### src/rtl/mips_reg_dump.sv
// mips_reg_dump: on a rising halted edge, read registers FIRST_REG..LAST_REG and stream them as valid/ready beats.
// Define MIPS_REG_DUMP_CHECKSUM_EN to append a modulo-2^32 sum beat after the register beats.
module mips_reg_dump #(
  parameter int FIRST_REG = 0,
  parameter int LAST_REG  = 31
) (
  input  logic        clk1,
  input  logic        rst,
  input  logic        halted,
  output logic        rd_en,
  output logic [4:0]  rd_addr,
  input  logic [31:0] rd_data,
  output logic        out_valid,
  input  logic        out_ready,
  output logic [4:0]  out_idx,
  output logic [31:0] out_data,
  output logic        out_last,
  output logic        busy,
  output logic        done
);
  if (FIRST_REG < 0 || FIRST_REG > LAST_REG || LAST_REG > 31) begin : g_bad_range
    $error("mips_reg_dump: need 0 <= FIRST_REG <= LAST_REG <= 31");
  end
  localparam logic [4:0] FIRST = 5'(FIRST_REG);
  localparam logic [4:0] LAST  = 5'(LAST_REG);
  typedef enum logic [2:0] {IDLE, RD, WAIT, SEND, SUM, DONE} state_t;
  state_t      state_q, state_d;
  logic [4:0]  idx_q, idx_d, out_idx_q, out_idx_d;
  logic [31:0] out_data_q, out_data_d;
  logic        halted_q, halted_d, out_valid_q, out_valid_d, out_last_q, out_last_d;
  logic        accept;
`ifdef MIPS_REG_DUMP_CHECKSUM_EN
  logic [31:0] sum_q, sum_d;
`endif
  assign accept    = out_valid_q && out_ready;
  assign rd_en     = state_q == RD;
  assign rd_addr   = rd_en ? idx_q : 5'd0;
  assign out_valid = out_valid_q;
  assign out_idx   = out_idx_q;
  assign out_data  = out_data_q;
  assign out_last  = out_last_q;
  assign busy      = state_q != IDLE;
  assign done      = state_q == DONE;
  always_comb begin
    state_d     = state_q;
    idx_d       = idx_q;
    halted_d    = halted;
    out_valid_d = out_valid_q;
    out_idx_d   = out_idx_q;
    out_data_d  = out_data_q;
    out_last_d  = out_last_q;
`ifdef MIPS_REG_DUMP_CHECKSUM_EN
    sum_d       = sum_q;
`endif
    case (state_q)
      IDLE: if (halted && !halted_q) begin
        state_d = RD;
        idx_d   = FIRST;
`ifdef MIPS_REG_DUMP_CHECKSUM_EN
        sum_d   = '0;
`endif
      end
      RD: state_d = WAIT;
      WAIT: begin
        out_valid_d = 1'b1;
        out_idx_d   = idx_q;
        out_data_d  = rd_data;
`ifdef MIPS_REG_DUMP_CHECKSUM_EN
        out_last_d  = 1'b0;
`else
        out_last_d  = idx_q == LAST;
`endif
        state_d     = SEND;
      end
      SEND: if (accept) begin
        out_valid_d = 1'b0;
        out_last_d  = 1'b0;
`ifdef MIPS_REG_DUMP_CHECKSUM_EN
        sum_d       = sum_q + out_data_q;
`endif
        if (idx_q != LAST) begin
          idx_d   = idx_q + 5'd1;
          state_d = RD;
        end else begin
`ifdef MIPS_REG_DUMP_CHECKSUM_EN
          // the sum beat already includes the register just accepted
          out_valid_d = 1'b1;
          out_idx_d   = 5'd0;
          out_data_d  = sum_q + out_data_q;
          out_last_d  = 1'b1;
          state_d     = SUM;
`else
          state_d     = DONE;
`endif
        end
      end
      SUM: if (accept) begin
        out_valid_d = 1'b0;
        out_last_d  = 1'b0;
        state_d     = DONE;
      end
      DONE: state_d = IDLE;
      default: state_d = IDLE;
    endcase
  end
  always_ff @(posedge clk1 or posedge rst) begin
    if (rst) begin
      state_q     <= IDLE;
      idx_q       <= FIRST;
      halted_q    <= 1'b0;
      out_valid_q <= 1'b0;
      out_idx_q   <= '0;
      out_data_q  <= '0;
      out_last_q  <= 1'b0;
`ifdef MIPS_REG_DUMP_CHECKSUM_EN
      sum_q       <= '0;
`endif
    end else begin
      state_q     <= state_d;
      idx_q       <= idx_d;
      halted_q    <= halted_d;
      out_valid_q <= out_valid_d;
      out_idx_q   <= out_idx_d;
      out_data_q  <= out_data_d;
      out_last_q  <= out_last_d;
`ifdef MIPS_REG_DUMP_CHECKSUM_EN
      sum_q       <= sum_d;
`endif
    end
  end
endmodule

### config.mk
export PLATFORM = sky130hd
export DESIGN_NAME = mips_reg_dump
export DESIGN_NICKNAME = d
export VERILOG_FILES = /design/src/rtl/mips_reg_dump.sv
export SDC_FILE = /design/constraint.sdc
export NUM_CORES = 1
export LEC_CHECK = 0
export ABC_AREA = 1
export BUFFER_PORTS_ARGS = -buffer_cell sky130_fd_sc_hd__clkbuf_2
export CORE_ASPECT_RATIO = 0.6
export CORE_UTILIZATION = 50
export CTS_BUF_LIST = sky130_fd_sc_hd__clkbuf_8
export DETAILED_ROUTE_END_ITERATION = 7
export PLACE_DENSITY = 0.87
export REMOVE_ABC_BUFFERS = 1
export SLEW_MARGIN = 20
export SYNTH_ARGS = -nofsm -noshare
export SYNTH_HDL_FRONTEND = slang
export SYNTH_SLANG_ARGS = --single-unit
### constraint.sdc
create_clock -name clk1 -period 1.75 [get_ports clk1]
set_input_delay 0.2625 -clock clk1 [delete_from_list [all_inputs] [get_ports clk1]]
set_output_delay 0.2625 -clock clk1 [all_outputs]
set_load 0.1 [all_outputs]
==> Yosys cells after proc, flatten, opt, wreduce, memory -nomap -nowiden <==
Index checks and enable logic that the tools add are counted.
{ "totals": {"input_bits": 36, "output_inout_bits": 47, "regBits": 48, "wordCells": 44} }
{ "classes": {"mux": 13, "n_addsub": 1, "n_reduce_logical": 11, "eq_ne": 12} }
{ "op_table": {"columns": ["cell", "count"], "rows": [
  ["$mux W5", 4],
  ["$pmux W3 S5", 1],
  ["$mux W3", 4],
  ["$pmux W5 S2", 1],
  ["$ne A2 B2 Y1 const B", 4],
  ["$eq A3 B2 Y1 const B", 2],
  ["$eq A3 B3 Y1 const B", 2],
  ["$add A5 B1 Y5 const B", 1],
  ["$eq A5 B5 Y1 const B", 1],
  ["$ne A5 B5 Y1 const B", 1],
  ["$pmux W1 S2", 2],
  ["$reduce_and A4 Y1", 1],
  ["$reduce_bool A2 Y1", 2],
  ["$eq A3 B1 Y1 const B", 1],
  ["$logic_not A3 Y1", 1],
  ["$reduce_and A3 Y1", 1],
  ["$reduce_bool A3 Y1", 1],
  ["$logic_and A1 B1 Y1", 2],
  ["$ne A2 B1 Y1 const B", 1],
  ["$reduce_and A2 Y1", 1],
  ["$reduce_or A2 Y1", 1],
  ["$logic_not A1 Y1", 1],
  ["$mux W1", 1]
]} }

==> Logic depth before layout (Yosys ltp) <==
{ "logic_depth": {"word_depth": 4, "mapped_depth": 9, "ltp_nobuf": 9} }

==> Worst setup path after synthesis <==
Ideal clock, no wire load.
{ "synth_path": {"kind": "reg-to-output", "start": "register state_q[0]", "end": "output rd_addr[0]", "path_stages_with_launch": 5, "required_ns": 1.487, "slack_ns": -1.935, "arrival_ns": 3.423, "n_path_buf": 0, "path_cell_list": "dfrtp_1 -> inv_1 -> nor3_2 -> inv_1 -> nor2_1"} }
{ "synth_between": {"elab_chain_len": 2} }
{ "synth_lines": {"columns": ["item", "line_no", "source"], "rows": [
  ["start, declared", "27", "state_t state_q, state_d;"],
  ["start signal, assigned", "119", "state_q <= state_d;"],
  ["$eq A3 B1 Y1", "36", "assign rd_en = state_q == RD;"],
  ["named net rd_en", "10", "output logic rd_en,"],
  ["$mux W5", "37", "assign rd_addr = rd_en ? idx_q : 5'd0;"],
  ["end, declared", "11", "output logic [4:0] rd_addr,"]
]} }
The timed path passes the listed nets, and every way through them passes these cells.

==> Final worst setup path <==
{ "layout_path": {"start": "register state_q[1]", "end": "output rd_addr[0]"} }
{ "layout_between": {"elab_chain_len": 2} }
{ "layout_lines": {"columns": ["item", "line_no"], "rows": [
  ["$eq A3 B1 Y1", "36"],
  ["$mux W5", "37"]
]} }
No other way between the ends.

==> qor.yml <==
ys_warn_count: 0
coreArea_sq_mm: 0.003871
cp_slowest_stage_delay_ns: 0.42
worst_slew_pin_slew_ns: 0.5967
grt_max_degree: 49
finalMaxSlewViolations: 0
dpl.cell_count: 379
clock_path_buffers: 2
path_max_fanout: 6
min_path_type: "input port to asynchronous set/reset pin"
dp_hpwl_mm: 3.421
timing.critical_path.buf_inv: 2
slowest_stage: "dfrtp_1"
fin_cells: 389
ys_top_cells_by_area: "dfrtp_1, nand2_1, buf_6"
end_kind: "output pin"
cts_tree: "yes"
synthCells: 243
tritoncts.num_buffers: 5
synth.avg_cell_area_sq_um: 8.743
clk_pin_slew_worst_paths_ns: 0.08
postRouteAntennaNets: 0
crit_required_ns: 1.49
vias: 1825
final_nets: 369
fp.dieH_microns: 52.49
drive_gt1_share_pct: 37.95
grt_pass1_vias: 1728
startpoint_type: "flop"
violations: "negative setup slack"
dp_slack_ns: 0.08391
drc_errors: 0
htreeDepth: 2
fmax_mhz: 571.2
syn_area_sq_mm: 0.002125
first_pass_iters: 4
status: "complete, but fails checks"
cap_viol_max_count: 0
die_w_microns: 86.16
max_slew_margin_pct: 60.22
die_area_sq_mm: 0.004522
vias_per_cell: 4.692
critical_path_class: "flop to output pin"
finalCritPeriodShare_pct: 100.0
mostFrequentLayoutCells: "nand2_1, clkbuf_2, dfrtp_1"
rows: 17
setup_viol: 1
finClkSkew_ns: 0.005822
antenna_found_initial: 0
port-buffer-count: 82
ys_seq_elements: 48
grt_pass1_wl_mm: 7.728
cts_sinks: 48
syn2layout_area_growth_pct: 32.92
use_met1_pct: 29.85
track_usage_pct: 22.40
gr-usage-met2_pct: 37.43
cp_data_arrival_time_ns: 1.49
top_usage_layer: "met2"
period_needed_ns: 1.751
initialDrtViolationCount: 120
critical-path-top-delay-family: "simple AND/OR/NAND/NOR gates"
path_cells: "nor3_2 -> inv_2 -> nor2_2 -> buf_12"
grt_overflow_total: 0
routabilityCongestion: 0.8137
cts-root-buf: "clkbuf_8"
timing.final.ws_setup_ns: -0.0006302
ios: 83
grt_use_met3_pct: 6.142
final_common_cell: "nand2_1"
yosysUniqueCellTypes: 23
wl_mm: 4.685
yosysTopAreaCellShare_pct: 56.54
finalHoldViolCount: 0
synth_top_area_cell: "dfrtp_1"
diodes: 0
wl_per_cell_microns: 12.04
initial_utilization_pct: 54.88
ys_seq_area_share_pct: 56.54
clk_latency_ns: 0.29
==> logic make-up (layout without fill, tap and decap cells) <==
| kind of cell | after synthesis | in the layout | share of synthesized area (%) |
|---|---|---|---|
| AO/OA/AOI/OAI | 13 | 13 | 3.946 |
| adder cells (fa/ha/maj) | 2 | 2 | 1.178 |
| buffers and inverters | 22 | 111 | 6.537 |
| flip-flops | 48 | 48 | 56.54 |
| AND/OR/NAND/NOR | 158 | 158 | 31.80 |
==> final cells by class <==
type	count	area, sq um
Sequential cell	48	1204
Inverter	14	60.06
Clock inverter	2	11.26
Timing Repair Buffer	89	583.1
Clock buffer	6	82.58
Multi-Input combinational cell	173	812.0
Tap cell	57	71.32
Fill cell	316	1047
==> stage by stage <==
step	area (sq um)	TNS (ns)	util [%]	hold slack, ns
final	2824	-0.0006302	72.95	0.09919
after detailed placement	2685	0	69.36	0.3989
after CTS	2791	0	72.11	0.09764
after global routing	2824	-0.3413	72.95	0.09135
after global placement	2685	0	69.36	0.3930
after floorplan	2046	-11.62	-	0.2939
==> cell usage after synthesis <==
cell type and count:
nand2_1 127, dfrtp_1 48, inv_1 12, nor2_1 12, o21ai_0 6, buf_6 5, o21ai_2 5, nand2_2 4
buf_4 3, nand3_1 3, a21oi_1 2, ha_1 2, nand2_4 2, nor2_2 2, nor2_4 2, inv_4 1
inv_6 1, nand3_2 1, nand3_4 1, nand4_1 1, nor3_1 1, nor3_2 1, nor3b_1 1
==> registers in the layout, indices dropped and copies added, names as in the netlist <==
name / count
out_valid: 1
out_data: 32
idx_q: 5
halted_q: 1
state_q: 3
out_last: 1
out_idx: 5
==> worst min-delay path: cells and delay by family <==
kind / cells / cell delay (ns)
buffers and inverters: 3 / 0.60
==> routing by layer <==
metal  wire length, microns  part of all wire, %  vias up
li1                       -                    -      913
met1                   2220                   47      830
met2                   2040                   44       76
met3                    374                  8.0        6
met4                     49                  1.0        0
met5                      0                    0        -
==> what timing repair did <==
action | CTS | global route
endpoints found under the hold margin | 0 | 0
setup endpoints to repair | 5 | 10
setup buffers | 0 | 2
hold buffers | 0 | 0
pin swaps | 1 | 2
gates resized for setup | 6 | 6
==> final timing paths <==
check | startpoint | to | slack (ns) | cells after the start
worst min register to register | out_data[17] | out_data[17] | 0.48 | 2
worst max register to register | idx_q[0] | idx_q[1] | 0.11 | 8
worst max-delay path | state_q[1] | rd_addr[0] | -0.0006 | 4
max in group asynchronous | rst | idx_q[0] | 1.21 | 3
min in group clk1 | halted | halted_q | 0.10 | 1
worst min-delay path | rst | out_data[29] | 0.1 | 3
Power is left out: the tool's default activity adds up to more than one toggle a clock period on the data nets, which glitch-free logic cannot reach.
